**src/rtl/countdown_arbiter_pkg.sv**
```systemverilog
// Shared types and defaults for the round-robin countdown arbiter.
package countdown_arb_pkg;

  localparam int N_REQ_DEF = 4;
  localparam int CNT_W_DEF = 4;

  // The counter resets to all ones at the default width.
  localparam logic [CNT_W_DEF-1:0] CNT_RST = '1;

  typedef enum logic [1:0] {
    IDLE,
    COUNT,
    DONE
  } state_t;

endpackage

```
**src/rtl/countdown_arbiter_if.sv**
```systemverilog
// Request/grant bundle between requesters (master) and the countdown arbiter (slave).
interface countdown_arbiter_if
  import countdown_arb_pkg::*;
#(
  parameter int N_REQ = N_REQ_DEF,
  parameter int CNT_W = CNT_W_DEF
);

  logic [N_REQ-1:0]       req;
  logic [N_REQ*CNT_W-1:0] load_val;
  logic [N_REQ-1:0]       gnt;
  logic [N_REQ-1:0]       done;
  logic                   busy;
  logic [CNT_W-1:0]       count;

  modport master (output req, output load_val, input gnt, input done, input busy, input count);
  modport slave  (input req, input load_val, output gnt, output done, output busy, output count);

endinterface

```
**src/rtl/countdown_arbiter_rr_picker.sv**
```systemverilog
// Combinational round-robin search: first set request at or above ptr, wrapping at N_REQ.
module rr_picker #(
  parameter int N_REQ = 4,
  parameter int IW    = $clog2(N_REQ)
) (
  input  logic [N_REQ-1:0] req,
  input  logic [IW-1:0]    ptr,
  output logic [N_REQ-1:0] pick,
  output logic [IW-1:0]    pick_idx,
  output logic             any
);

  localparam logic [IW:0] N_W = (IW+1)'(N_REQ);

  logic [IW:0] sum;

  always_comb begin
    pick     = '0;
    pick_idx = '0;
    any      = 1'b0;
    sum      = '0;
    for (int k = 0; k < N_REQ; k++) begin
      // One extra bit so ptr+k can be folded back into range without overflow.
      sum = {1'b0, ptr} + (IW+1)'(k);
      if (sum >= N_W) sum = sum - N_W;
      if (!any && req[sum[IW-1:0]]) begin
        any                 = 1'b1;
        pick_idx            = sum[IW-1:0];
        pick[sum[IW-1:0]]   = 1'b1;
      end
    end
  end

endmodule

```
**src/rtl/countdown_arbiter.sv**
```systemverilog
// Shares one loadable down counter among N_REQ requesters in round-robin order.
// Optional COUNTDOWN_ARB_ABORT_EN: owner dropping req during COUNT aborts the job.
module countdown_arbiter
  import countdown_arb_pkg::*;
#(
  parameter int N_REQ = N_REQ_DEF,
  parameter int CNT_W = CNT_W_DEF
) (
  input logic                clk,
  input logic                reset,
  countdown_arbiter_if.slave bus
);

  localparam int IW = $clog2(N_REQ);

  state_t           state_reg, state_next;
  logic [N_REQ-1:0] gnt_reg, gnt_next;
  logic [IW-1:0]    ptr_reg, ptr_next;
  logic [IW-1:0]    own_reg, own_next;
  logic [CNT_W-1:0] count_reg, count_next;

  logic [CNT_W-1:0] load_arr [N_REQ];
  logic [N_REQ-1:0] pick;
  logic [IW-1:0]    pick_idx;
  logic             any;
  logic [IW-1:0]    own_inc;

  generate
    for (genvar gi = 0; gi < N_REQ; gi++) begin : g_load
      assign load_arr[gi] = bus.load_val[gi*CNT_W +: CNT_W];
    end
  endgenerate

  rr_picker #(.N_REQ(N_REQ), .IW(IW)) u_picker (
    .req      (bus.req),
    .ptr      (ptr_reg),
    .pick     (pick),
    .pick_idx (pick_idx),
    .any      (any)
  );

  assign own_inc = (own_reg == IW'(N_REQ-1)) ? '0 : own_reg + IW'(1);

  always_ff @(posedge clk) begin
    if (reset) begin
      state_reg <= IDLE;
      gnt_reg   <= '0;
      ptr_reg   <= '0;
      own_reg   <= '0;
      count_reg <= '1;
    end else begin
      state_reg <= state_next;
      gnt_reg   <= gnt_next;
      ptr_reg   <= ptr_next;
      own_reg   <= own_next;
      count_reg <= count_next;
    end
  end

  always_comb begin
    state_next = state_reg;
    gnt_next   = gnt_reg;
    ptr_next   = ptr_reg;
    own_next   = own_reg;
    count_next = count_reg;
    unique case (state_reg)
      IDLE: begin
        if (any) begin
          gnt_next   = pick;
          own_next   = pick_idx;
          count_next = load_arr[pick_idx];
          state_next = COUNT;
        end
      end
      COUNT: begin
`ifdef COUNTDOWN_ARB_ABORT_EN
        if (!bus.req[own_reg]) begin
          state_next = IDLE;
          gnt_next   = '0;
          ptr_next   = own_inc;
        end else
`endif
        // Count saturates at zero; the zero cycle is shown once before DONE.
        if (count_reg != '0) count_next = count_reg - CNT_W'(1);
        else state_next = DONE;
      end
      DONE: begin
        gnt_next   = '0;
        ptr_next   = own_inc;
        state_next = IDLE;
      end
      default: state_next = IDLE;
    endcase
  end

  assign bus.gnt   = gnt_reg;
  assign bus.done  = (state_reg == DONE) ? gnt_reg : '0;
  assign bus.busy  = (state_reg != IDLE);
  assign bus.count = count_reg;

endmodule

```
**src/flat_wrapper.sv**
```systemverilog
// flat-port wrapper written by rule: the top's interface ports become plain ports
module countdown_arbiter_flat import countdown_arb_pkg::*;
#(
  parameter int N_REQ = N_REQ_DEF,
  parameter int CNT_W = CNT_W_DEF
)
  (clk, reset, bus_req, bus_load_val, bus_gnt, bus_done, bus_busy, bus_count);
  countdown_arbiter_if #(.N_REQ(N_REQ), .CNT_W(CNT_W)) bus_i ();
  input logic clk;
  input logic reset;
  input wire logic [$bits(bus_i.req)-1:0] bus_req;
  input wire logic [$bits(bus_i.load_val)-1:0] bus_load_val;
  output wire logic [$bits(bus_i.gnt)-1:0] bus_gnt;
  output wire logic [$bits(bus_i.done)-1:0] bus_done;
  output wire logic [$bits(bus_i.busy)-1:0] bus_busy;
  output wire logic [$bits(bus_i.count)-1:0] bus_count;
  assign bus_i.req = bus_req;
  assign bus_i.load_val = bus_load_val;
  assign bus_gnt = bus_i.gnt;
  assign bus_done = bus_i.done;
  assign bus_busy = bus_i.busy;
  assign bus_count = bus_i.count;
  countdown_arbiter #(.N_REQ(N_REQ), .CNT_W(CNT_W)) u_core (.clk(clk), .reset(reset), .bus(bus_i));
endmodule
```
**config.mk**
```make
export PLATFORM = sky130hd
export DESIGN_NAME = countdown_arbiter_flat
export DESIGN_NICKNAME = d
export VERILOG_FILES = /design/src/rtl/countdown_arbiter_pkg.sv /design/src/rtl/countdown_arbiter_if.sv /design/src/rtl/countdown_arbiter_rr_picker.sv /design/src/rtl/countdown_arbiter.sv /design/src/flat_wrapper.sv
export SDC_FILE = /design/constraint.sdc
export NUM_CORES = 1
export LEC_CHECK = 0
export CAP_MARGIN = 20
export CORE_AREA = 5 5 67 69
export CTS_CLUSTER_SIZE = 16
export DETAILED_ROUTE_END_ITERATION = 8
export DIE_AREA = 0 0 72 74
export GPL_ROUTABILITY_DRIVEN = 0
export GPL_TIMING_DRIVEN = 1
export MAX_ROUTING_LAYER = met4
export PLACE_DENSITY_LB_ADDON = 0.3
export SLEW_MARGIN = 20
export SYNTH_ARGS = -nofsm -noshare
export SYNTH_HDL_FRONTEND = slang
export SYNTH_SLANG_ARGS = --single-unit
```
**constraint.sdc**
```tcl
create_clock -name clk -period 3.7 [get_ports clk]
set_input_delay 0.37 -clock clk [delete_from_list [all_inputs] [get_ports clk]]
set_output_delay 0.37 -clock clk [all_outputs]
set_load 0.02 [all_outputs]
```
==> flow_summary.ini, run 1 <==
[synthesis]
synth_top_cell_area_share_pct = 19.5
synthTopCellsByCount = nor2_1, a21oi_1, dfxtp_1
avgSynthCellArea_um2 = 7.76
yosys.area.top_type = dfxtp_1
async_flop_share_pct = 0
syn_inst = 185
synth_ff_type = dfxtp_1
yosys-top-cells-area = dfxtp_1, ha_1, a21oi_1
synth-seq-cells = 14
synth_edf_count = 0
yosysMostFrequentCell = nor2_1
synth.distinct_cells = 48
synthesis.area_um2 = 1440
ys_seq_area_share_pct = 19.5
syn_nets = 217
yosys_warnings = 0

[clock_network]
post_cts_resized = 0
cts_setup_buffers = 0
cts_buffer_depth = 2
cts_tree = done
root_buffer = clkbuf_8
cts.hold.buffers_added = 0
cts_num_sinks = 14
htreeDepth = 1
worstSkewPairLatency_ns = 0.24
numCtsBuffers = 3
path_clk_slew_ns = 0.06

[setup_path]
required_ns = 3.80
r2r.worst_path.cells = 8
crit_path_cell_trace = clkdlybuf4s50_1 > mux4_2 > nor2b_1 > o21ai_2 > nand2_4 > mux2i_1 > a311oi_2
cp_top_family = multiplexers
path_class = primary input to register
cp.buffers_inverters = 1
crit_cells = 7
arrival_ns = 2.74
cp-end-kind = register
cp_max_fo = 11
crit_path_max_incr_delay_ns = 0.62
critPathSlowestCell = mux4_2
start_kind = primary input

[pwr]
ir_drop_uv = 174
power.total_w = 0.000472
p_per_area_nw_per_um2 = 253
p_leak_nw = 0.686

[timing]
fin_setup_tns_ns = 0
finalHoldViolCount = 0
setup_viol = 0
max_freq_mhz = 378
maxSlewViolCount = 0
worst_clock_skew_ns = 0.00259
tightestPinTransition_ns = 0.616
min_period_ns = 2.64
finalCritPeriodShare_pct = 71.4
relSlewSlack_pct = 58.8
setup_ws_ns = 1.06
rsz0062_at_grt = false

[final_layout]
synthToLayoutAreaGrowth_pct = 29.6
finalNetCount = 249
diodes = 0
layout.cells.non_filler = 266
drive_above_1_share_pct = 10.2

[global_routing]
grt_pass1_wl_mm = 6.33
overflow = 0
grt_pass1_vias = 1323
grt_max_degree = 22
grtUsageTotal_pct = 14.9
antenna_found_initial = 0

[detailed_routing]
route.antenna.remaining_nets = 0
routed_wl_mm = 3.68
vias = 1431
viasPerCell = 5.38
first_iter_violations = 113
drc_errors = 0
avgRoutedWirePerCell_um = 13.8
dr.pass1.iters = 4

[die]
die_y_um = 74
fp.dieW_um = 72
initial_core_util_pct = 37.2
core.rowCount = 23
dieArea_um2 = 5330
io_pins = 35
core_um2 = 3860

[place]
portBuffers = 34
place_hpwl_mm = 2.89
post-place-ws_ns = 0.804
dp.cells = 262

[run_status]
status = finished clean

[worst_hold_path]
hp-class = register to register
hold_depth = 2

[run]
cap_violations = 0
power by group:
group,internal [W],switching [W]
clock,0.0000941,0.0000537
sequential,0.000162,0.0000132
combinational,0.0000742,0.0000751
path summary, 6_finish.rpt:
| check | startpoint | endpoint | slack [ns] |
|---|---|---|---|
| worst max register to register | u_core.ptr_reg[1] | u_core.bus.count[1] | 1.08 |
| worst min register to register | u_core.bus.gnt[2] | u_core.bus.gnt[2] | 0.47 |
| worst max-delay path | bus_req[1] | u_core.bus.count[1] | 1.06 |
| worst min-delay path | u_core.bus.gnt[2] | u_core.bus.gnt[2] | 0.47 |
worst reg2reg max path, cell delays in order, from the launching register on:
cell      delay, ns
dfxtp_1        0.33
inv_1          0.11
ha_1           0.44
mux4_2         0.43
nor2b_1        0.53
o21ai_2        0.20
nand2_4        0.12
mux2i_1        0.21
a311oi_2       0.11
metrics by stage:
step           utilization, %  hold WS [ns]  instance area, um2
6_report                 48.3         0.474                1860
5_1_grt                  48.3         0.514                1860
3_5_place_dp             46.9         0.469                1810
4_1_cts                  48.3         0.478                1860
2_1_floorplan               -         0.486                1440
3_3_place_gp             46.9         0.463                1810
routing by layer:
metal	up-vias	global-route usage (%)	share of wire, %
met3	2	0.946	4.4
met4	0	4.38	0.92
met2	37	23.8	46
li1	753	-	-
met1	639	20.4	48
met5	-	-	0
final cells by class:
class,instances,area (um2)
Tap cell,50,62.6
Timing Repair Buffer,38,370
Clock buffer,4,55.1
Multi-Input combinational cell,155,1070
Inverter,5,18.8
Sequential cell,14,280
Fill cell,396,1990
cells in the final DEF, fill, tap and decap left out, drive strengths merged, types with 4 or more instances in the layout:
| master | n |
|---|---|
| a21oi | 18 |
| a22o | 4 |
| a22oi | 5 |
| and2 | 4 |
| buf | 4 |
| clkbuf | 4 |
| clkdlybuf4s50 | 34 |
| dfxtp | 14 |
| ha | 10 |
| inv | 5 |
| mux2i | 7 |
| nand2 | 9 |
| nand2b | 7 |
| nand3 | 13 |
| nand3b | 4 |
| nor2 | 19 |
| nor2b | 4 |
| nor3 | 6 |
| o21ai | 11 |
cell families after synthesis:
family          Yosys count  synth area share (%)
fa+ha+maj                10                  8.71
simple gates             78                  29.5
compound gates           55                  26.2
flops                    14                  19.5
buf+inv                  16                  5.66
mux                      12                  10.4
No activity file was read; power rests on OpenSTA's default activity.
==> inputs of run 2 (changes only) <==
Clock period 3.7 ns to 2.35 ns, I/O delays scaled along.
==> flow_summary.ini, run 2 (synthesis results as in run 1) <==
[timing]
relSlewSlack_pct = 75.7
worst_clock_skew_ns = 0.00353
max_freq_mhz = 445
maxSlewViolCount = 0
finalHoldViolCount = 0
rsz0062_at_grt = false
tightestPinTransition_ns = 0.362
min_period_ns = 2.25
setup_viol = 0
finalCritPeriodShare_pct = 95.7

[final_layout]
drive_above_1_share_pct = 21.3
layout.cells.non_filler = 290
diodes = 0
layout_common_cells = clkdlybuf4s50_1, buf_4, nor2_1
synthToLayoutAreaGrowth_pct = 44.7
final_common_cell = clkdlybuf4s50_1
finalNetCount = 273

[global_routing]
use_met2_pct = 27.0
grt_pass1_vias = 1477
antenna_found_initial = 0
gr-usage-met3_pct = 1.62
grt_max_degree = 15
met1_usage_pct = 20.4
grt_pass1_wl_mm = 6.73
grtUsageTotal_pct = 16.1
grt-busiest-layer = met2
overflow = 0

[pwr]
p_leak_nw = 0.817
power.total_w = 0.000776
p_per_area_nw_per_um2 = 373
ir_drop_uv = 194

[clock_network]
path_clk_slew_ns = 0.06
numCtsBuffers = 3
cts_buffer_depth = 2
post_cts_resized = 0
cts_tree = done
cts_num_sinks = 14
worstSkewPairLatency_ns = 0.24
htreeDepth = 1
root_buffer = clkbuf_8
cts_setup_buffers = 0
cts.hold.buffers_added = 0

[setup_path]
arrival_ns = 2.41
rr_startpoint = u_core.ptr_reg[0]
cp_max_fo = 10
startpoint = bus_req[0]
start_kind = primary input
required_ns = 2.51
path_class = primary input to register
cp-end-kind = register

[run_status]
status = finished clean

[die]
core.rowCount = 23
dieArea_um2 = 5330
core_um2 = 3860
initial_core_util_pct = 37.2
io_pins = 35
die_y_um = 74
fp.dieW_um = 72

[detailed_routing]
drc_errors = 0
route.antenna.remaining_nets = 0
vias = 1517
dr.pass1.iters = 4
avgRoutedWirePerCell_um = 13.7
first_iter_violations = 81
routed_wl_mm = 3.98
viasPerCell = 5.23

[place]
dp.cells = 286
place_hpwl_mm = 3.16
portBuffers = 34

[worst_hold_path]
hp-class = register to register
hold_start = u_core.bus.gnt[1]

[run]
cap_violations = 0
==> run 2: final cells by class <==
| type | count | area (um2) |
|---|---|---|
| clock buffer | 4 | 55.1 |
| fill | 386 | 1780 |
| inverter | 5 | 21.3 |
| multi-input combinational | 155 | 1110 |
| sequential | 14 | 283 |
| tap | 50 | 62.6 |
| timing repair buffer | 62 | 551 |
==> run 2: critical path, cell delays in order <==
cell	delay, ns
clkdlybuf4s50_1	0.55
mux4_2	0.54
o21ba_1	0.24
nor3_2	0.29
o21ai_0	0.16
and4b_1	0.21
a311oi_2	0.17
==> run 2: final timing paths <==
check,slack (ns),to,cells after the start
max,0.10,u_core.bus.count[1],7
min,0.47,u_core.bus.gnt[1],2
max reg2reg,0.14,u_core.bus.count[2],8
min reg2reg,0.47,u_core.bus.gnt[1],2
==> run 2: stage by stage <==
step           util (%)  hold slack [ns]  TNS, ns  worst slack, ns  area (um2)
2_1_floorplan         -            0.402        0           0.0436        1490
3_3_place_gp       52.5            0.464   -0.272          -0.0921        2020
3_5_place_dp       52.5            0.469   -0.291           -0.137        2020
4_1_cts            53.9            0.477        0            0.109        2080
5_1_grt            53.9            0.517        0          0.00257        2080
6_report           53.9            0.474        0            0.102        2080
==> run 2: routing by layer <==
layer | wire length [um] | share of wire, %
met2 | 1870 | 47
met5 | 0 | 0
met4 | 43 | 1.1
met3 | 163 | 4.1
met1 | 1900 | 48
==> run 2: where the power goes <==
group	switching, W	internal, W
clock	0.0000859	0.000148
sequential	0.0000197	0.000255
combinational	0.000127	0.000141
==> variant 1: new RTL, flow settings as in run 2 <==
`CNT_W_DEF`: 4 -> 6.
--- a/src/rtl/countdown_arbiter_pkg.sv
+++ b/src/rtl/countdown_arbiter_pkg.sv
@@ -2,7 +2,7 @@
 package countdown_arb_pkg;
 
   localparam int N_REQ_DEF = 4;
-  localparam int CNT_W_DEF = 4;
+  localparam int CNT_W_DEF = 6;
 
   // The counter resets to all ones at the default width.
   localparam logic [CNT_W_DEF-1:0] CNT_RST = '1;
Ports: changed (resized bus_count and bus_load_val); port bits go from 35 to 45. The function was not compared with the original's and may differ.
==> variant 1 against run 2 <==
- final cell count increased by 7.9%
- clock skew increased by 0.0089 ns
- worst setup slack got worse by 0.030 ns
- final area increased by 22%
- core utilization increased by 12 points
- wire length increased by 18%
- area after synthesis increased by 9.1%
- sequential power increased by 19%
- sequential cell count increased by 2
- via count increased by 16%
- power increased by 26%
- die area unchanged
==> variant 1: results (changes against run 2) <==
\begin{tabular}{lr}
\hline
Metric & Value \\
\hline
\multicolumn{2}{l}{\textbf{Final layout}} \\
\quad Filler Cell Count & 331 (-14\%) \\
\quad Share of layout cells above drive strength 1 & 25.5\% (+4.2 points) \\
\multicolumn{2}{l}{\textbf{Power and ir drop}} \\
\quad Combinational cell fraction of total power & 41.0\% (+6.5 points) \\
\quad Worst vdd rail ir drop & 0.342 mV (+76\%) \\
\quad Standby leakage power & 0.000996 uW (+22\%) \\
\multicolumn{2}{l}{\textbf{Detailed routing}} \\
\quad Avg Vias per Cell & 5.61 (+7.2\%) \\
\quad Routed WL per cell & 15.1 microns (+9.8\%) \\
\multicolumn{2}{l}{\textbf{GRT}} \\
\quad Global-route wire length before repair & 7110 microns (+5.6\%) \\
\quad Via count of the first global-routing pass & 1566 (+6.0\%) \\
\quad Maximum number of pins on one net before global-route repair & 17 (+2) \\
\quad GRT Total Usage & 17.0\% (+0.88 points) \\
\multicolumn{2}{l}{\textbf{Placed design}} \\
\quad Number of placed instances, taps included & 302 (+5.6\%) \\
\quad Final HPWL from detailed placement & 3410 microns (+8.1\%) \\
\quad Worst slack at placement & -0.0991 ns (+0.0384 ns) \\
\multicolumn{2}{l}{\textbf{Synthesis}} \\
\quad Post-synth top cells & a21oi\_1 (21), nor2\_1 (19), dfxtp\_1 (16) \\
\quad Xor and xnor fraction of the mapped netlist area & 1.68\% (+1.7 points) \\
\quad Adder-cell area share of the yosys netlist & 8.78\% (+0.068 points) \\
\quad Register area share after synthesis & 20.4\% (+0.92 points) \\
\quad Multiplexer share of the synthesized area & 15.0\% (+4.6 points) \\
\quad Post-synthesis compound-gate area fraction & 25.3\% (-0.92 points) \\
\quad Syn Area/Cell & 7.96 sq um (+2.5\%) \\
\quad Number of distinct library cells after synthesis & 40 (-17\%) \\
\quad Leading cell types by total area after synthesis & dfxtp\_1 (20\%), ha\_1 (8.8\%), a21oi\_1 (6.7\%) \\
\multicolumn{2}{l}{\textbf{STA}} \\
\quad Least setup slack across all paths after layout & 0.0716 ns (-0.0305 ns) \\
\quad Relative slew margins & 68.9\% (-6.9 points) \\
\multicolumn{2}{l}{\textbf{Status}} \\
\quad Run status & finished, final reports clean \\
\multicolumn{2}{l}{\textbf{CTS}} \\
\quad Number of gates resized after cts & 1 (+1) \\
\multicolumn{2}{l}{\textbf{Critical path}} \\
\quad Crit path capture & u\_core.bus.count[2]\$\_SDFFE\_PP1P\_ \\
\quad Slowest Stage Delay on Critical Path & 0.38 ns (-0.17 ns) \\
\quad Worst setup path startpoint & u\_core.ptr\_reg[0]\$\_SDFFE\_PP0P\_ \\
\quad Depth of the worst register-to-register path & 9 (+1) \\
\quad CP max-delay cell & dfxtp\_4 \\
\hline
\end{tabular}
-- variant 1: changes by cell type in the layout (fill, tap and decap cells not counted), moves of 4 or more --
cell                    run 2  this run
a2111oi_4                   0         5
a22o_1                      4         0
and2_1                      4         8
buf_12                      0         4
clkdlybuf4s50_1            34        44
nand2_1                     8         2
nand3_1                    12         8
o21ai_0                     4        10
o21ai_1                     5         0
-- variant 1: per-layer routing --
layer / wire, microns / vias to the layer above / global-route usage, %
met3: 248 / 4 / 3.38
met1: 2060 / 819 / 21.7
li1: - / 864 / -
met4: 17 / 0 / 2.92
met5: 0 / - / -
met2: 2380 / 69 / 28.4
-- variant 1: area by class of cell --
| cell class | instances | area, sq um | share of cell area, % |
|---|---|---|---|
| well taps | 50 | 62.6 | 2.48 |
| flip-flops and latches | 16 | 325 | 12.9 |
| repair buffers | 76 | 752 | 29.8 |
| multi-input cells | 163 | 1310 | 51.6 |
| inverters | 4 | 27.5 | 1.09 |
| clock buffers | 4 | 55.1 | 2.18 |
==> variant 2: new RTL, config.mk and constraints of run 2 <==
Without the edit above. The 3 states of `state_t` get a one-hot encoding in 3 bits.
--- a/src/rtl/countdown_arbiter_pkg.sv
+++ b/src/rtl/countdown_arbiter_pkg.sv
@@ -7,10 +7,10 @@
   // The counter resets to all ones at the default width.
   localparam logic [CNT_W_DEF-1:0] CNT_RST = '1;
 
-  typedef enum logic [1:0] {
-    IDLE,
-    COUNT,
-    DONE
+  typedef enum logic [2:0] {
+    IDLE  = 3'b001,
+    COUNT = 3'b010,
+    DONE  = 3'b100
   } state_t;
 
 endpackage
Check against the original RTL: same outputs for any inputs over 10 cycles, from zero or initial values and one cycle with reset high; not proved beyond that.
==> variant 2 against run 2 <==
- area after synthesis is 3.0% lower
- final area fell by 2.8%
- synthesized cell count fell by 9.2%
- worst setup slack lost 0.15 ns
- wire length down 5.5%
- clock skew down 0.0019 ns
- first-iteration DRC count is 35% lower
- critical endpoint is now u_core.bus.count[3]$_SDFFE_PP1P_
- largest power group is now combinational logic
- power is 7.8% higher
- the flow now finishes with violations (setup timing)
- maximum frequency is 6.4% lower
- sequential cell count up 1
==> variant 2: results (changes against run 2) <==
\begin{tabular}{lr}
\hline
Metric & Value \\
\hline
\multicolumn{2}{l}{\textbf{Power and ir drop}} \\
\quad Power density over the cells & 414 nW/um\^{}2 (+11\%) \\
\quad Combinational cell fraction of total power & 38.5\% (+4.0 points) \\
\quad Standby leakage power & 0.000808 uW (-1.1\%) \\
\multicolumn{2}{l}{\textbf{Critical path}} \\
\quad Worst-path fanout max & 4 (-6) \\
\quad Data arrival time of the critical path & 2.53 ns (+0.12 ns) \\
\multicolumn{2}{l}{\textbf{GRT}} \\
\quad Grt met2 use & 25.8\% (-1.2 points) \\
\quad Via count of the first global-routing pass & 1390 (-5.9\%) \\
\quad Global-route wire length before repair & 6290 microns (-6.6\%) \\
\quad Met1 Track Usage GR & 18.7\% (-1.7 points) \\
\multicolumn{2}{l}{\textbf{Status}} \\
\quad Run status & complete, but fails checks \\
\quad Failing checks & setup timing \\
\multicolumn{2}{l}{\textbf{STA}} \\
\quad Least setup slack across all paths after layout & -0.0521 ns (-0.154 ns) \\
\quad Final setup violation count & 1 (+1) \\
\quad Layout Skew & 0.00160 ns (-0.00193 ns) \\
\multicolumn{2}{l}{\textbf{Synthesis}} \\
\quad Register area share after synthesis & 21.6\% (+2.1 points) \\
\quad Leading cell types by total area after synthesis & dfxtp\_1 (22\%), ha\_1 (9.0\%), mux2i\_1 (5.0\%) \\
\quad Syn Area/Cell & 8.29 sq um (+6.8\%) \\
\quad Number of distinct library cells after synthesis & 46 (-4.2\%) \\
\quad Number of nets in the synthesized netlist & 200 (-7.8\%) \\
\multicolumn{2}{l}{\textbf{Detailed routing}} \\
\quad Avg Vias per Cell & 5.16 (-1.3\%) \\
\quad Routed WL per cell & 13.7 microns (-0.35\%) \\
\quad DR iter-0 viols & 53 (-35\%) \\
\multicolumn{2}{l}{\textbf{Final layout}} \\
\quad Multi-input combinational cell area & 1010 sq um (-8.4\%) \\
\quad Share of layout cells above drive strength 1 & 23.6\% (+2.3 points) \\
\quad Final cell count without fillers & 275 (-5.2\%) \\
\multicolumn{2}{l}{\textbf{CTS}} \\
\quad Post-CTS setup buffers & 1 (+1) \\
\hline
\end{tabular}
## variant 2: final timing paths
check	depth (start not counted)	end	slack, ns	from
min	2	u_core.bus.gnt[3]$_SDFFE_PP0P_	0.48	u_core.bus.gnt[3]$_SDFFE_PP0P_
max reg2reg	8	u_core.bus.count[3]$_SDFFE_PP1P_	-0.05	u_core.ptr_reg[0]$_SDFFE_PP0P_
max	8	u_core.bus.count[3]$_SDFFE_PP1P_	-0.05	u_core.ptr_reg[0]$_SDFFE_PP0P_
min reg2reg	2	u_core.bus.gnt[3]$_SDFFE_PP0P_	0.48	u_core.bus.gnt[3]$_SDFFE_PP0P_
## variant 2: layout make-up
cell class | count | share of cell area, %
Multi-Input combinational cell | 136 | 50.2
Clock buffer | 3 | 2.04
Timing Repair Buffer | 63 | 27.6
Clock inverter | 1 | 0.248
Tap cell | 50 | 3.10
Inverter | 7 | 1.67
Sequential cell | 15 | 15.1
## variant 2: logic make-up (layout without fill, tap and decap cells)
family	after synthesis	in the layout	synth area share, %
adders and majority gates	10	10	8.98
and+or+nand+nor	64	64	26.2
DFF	15	15	21.6
AOI/OAI and AO/OA	52	52	26.5
buffers and inverters	17	74	7.37
muxes	10	10	9.34
## variant 2: routing by layer
| metal | vias to the layer above | wire length [microns] |
|---|---|---|
| met5 | - | 0 |
| met4 | 0 | 34 |
| met3 | 2 | 92 |
| met2 | 24 | 1870 |
| met1 | 649 | 1760 |
| li1 | 745 | - |
## variant 2: critical path: cells and delay by family (launching register included)
kind                       cells  cell delay [ns]
AOI/OAI and AO/OA              2             0.49
adders and majority gates      1             0.27
buffers and inverters          1             0.03
DFF                            1             0.38
muxes                          2             0.83
and+or+nand+nor                2             0.28
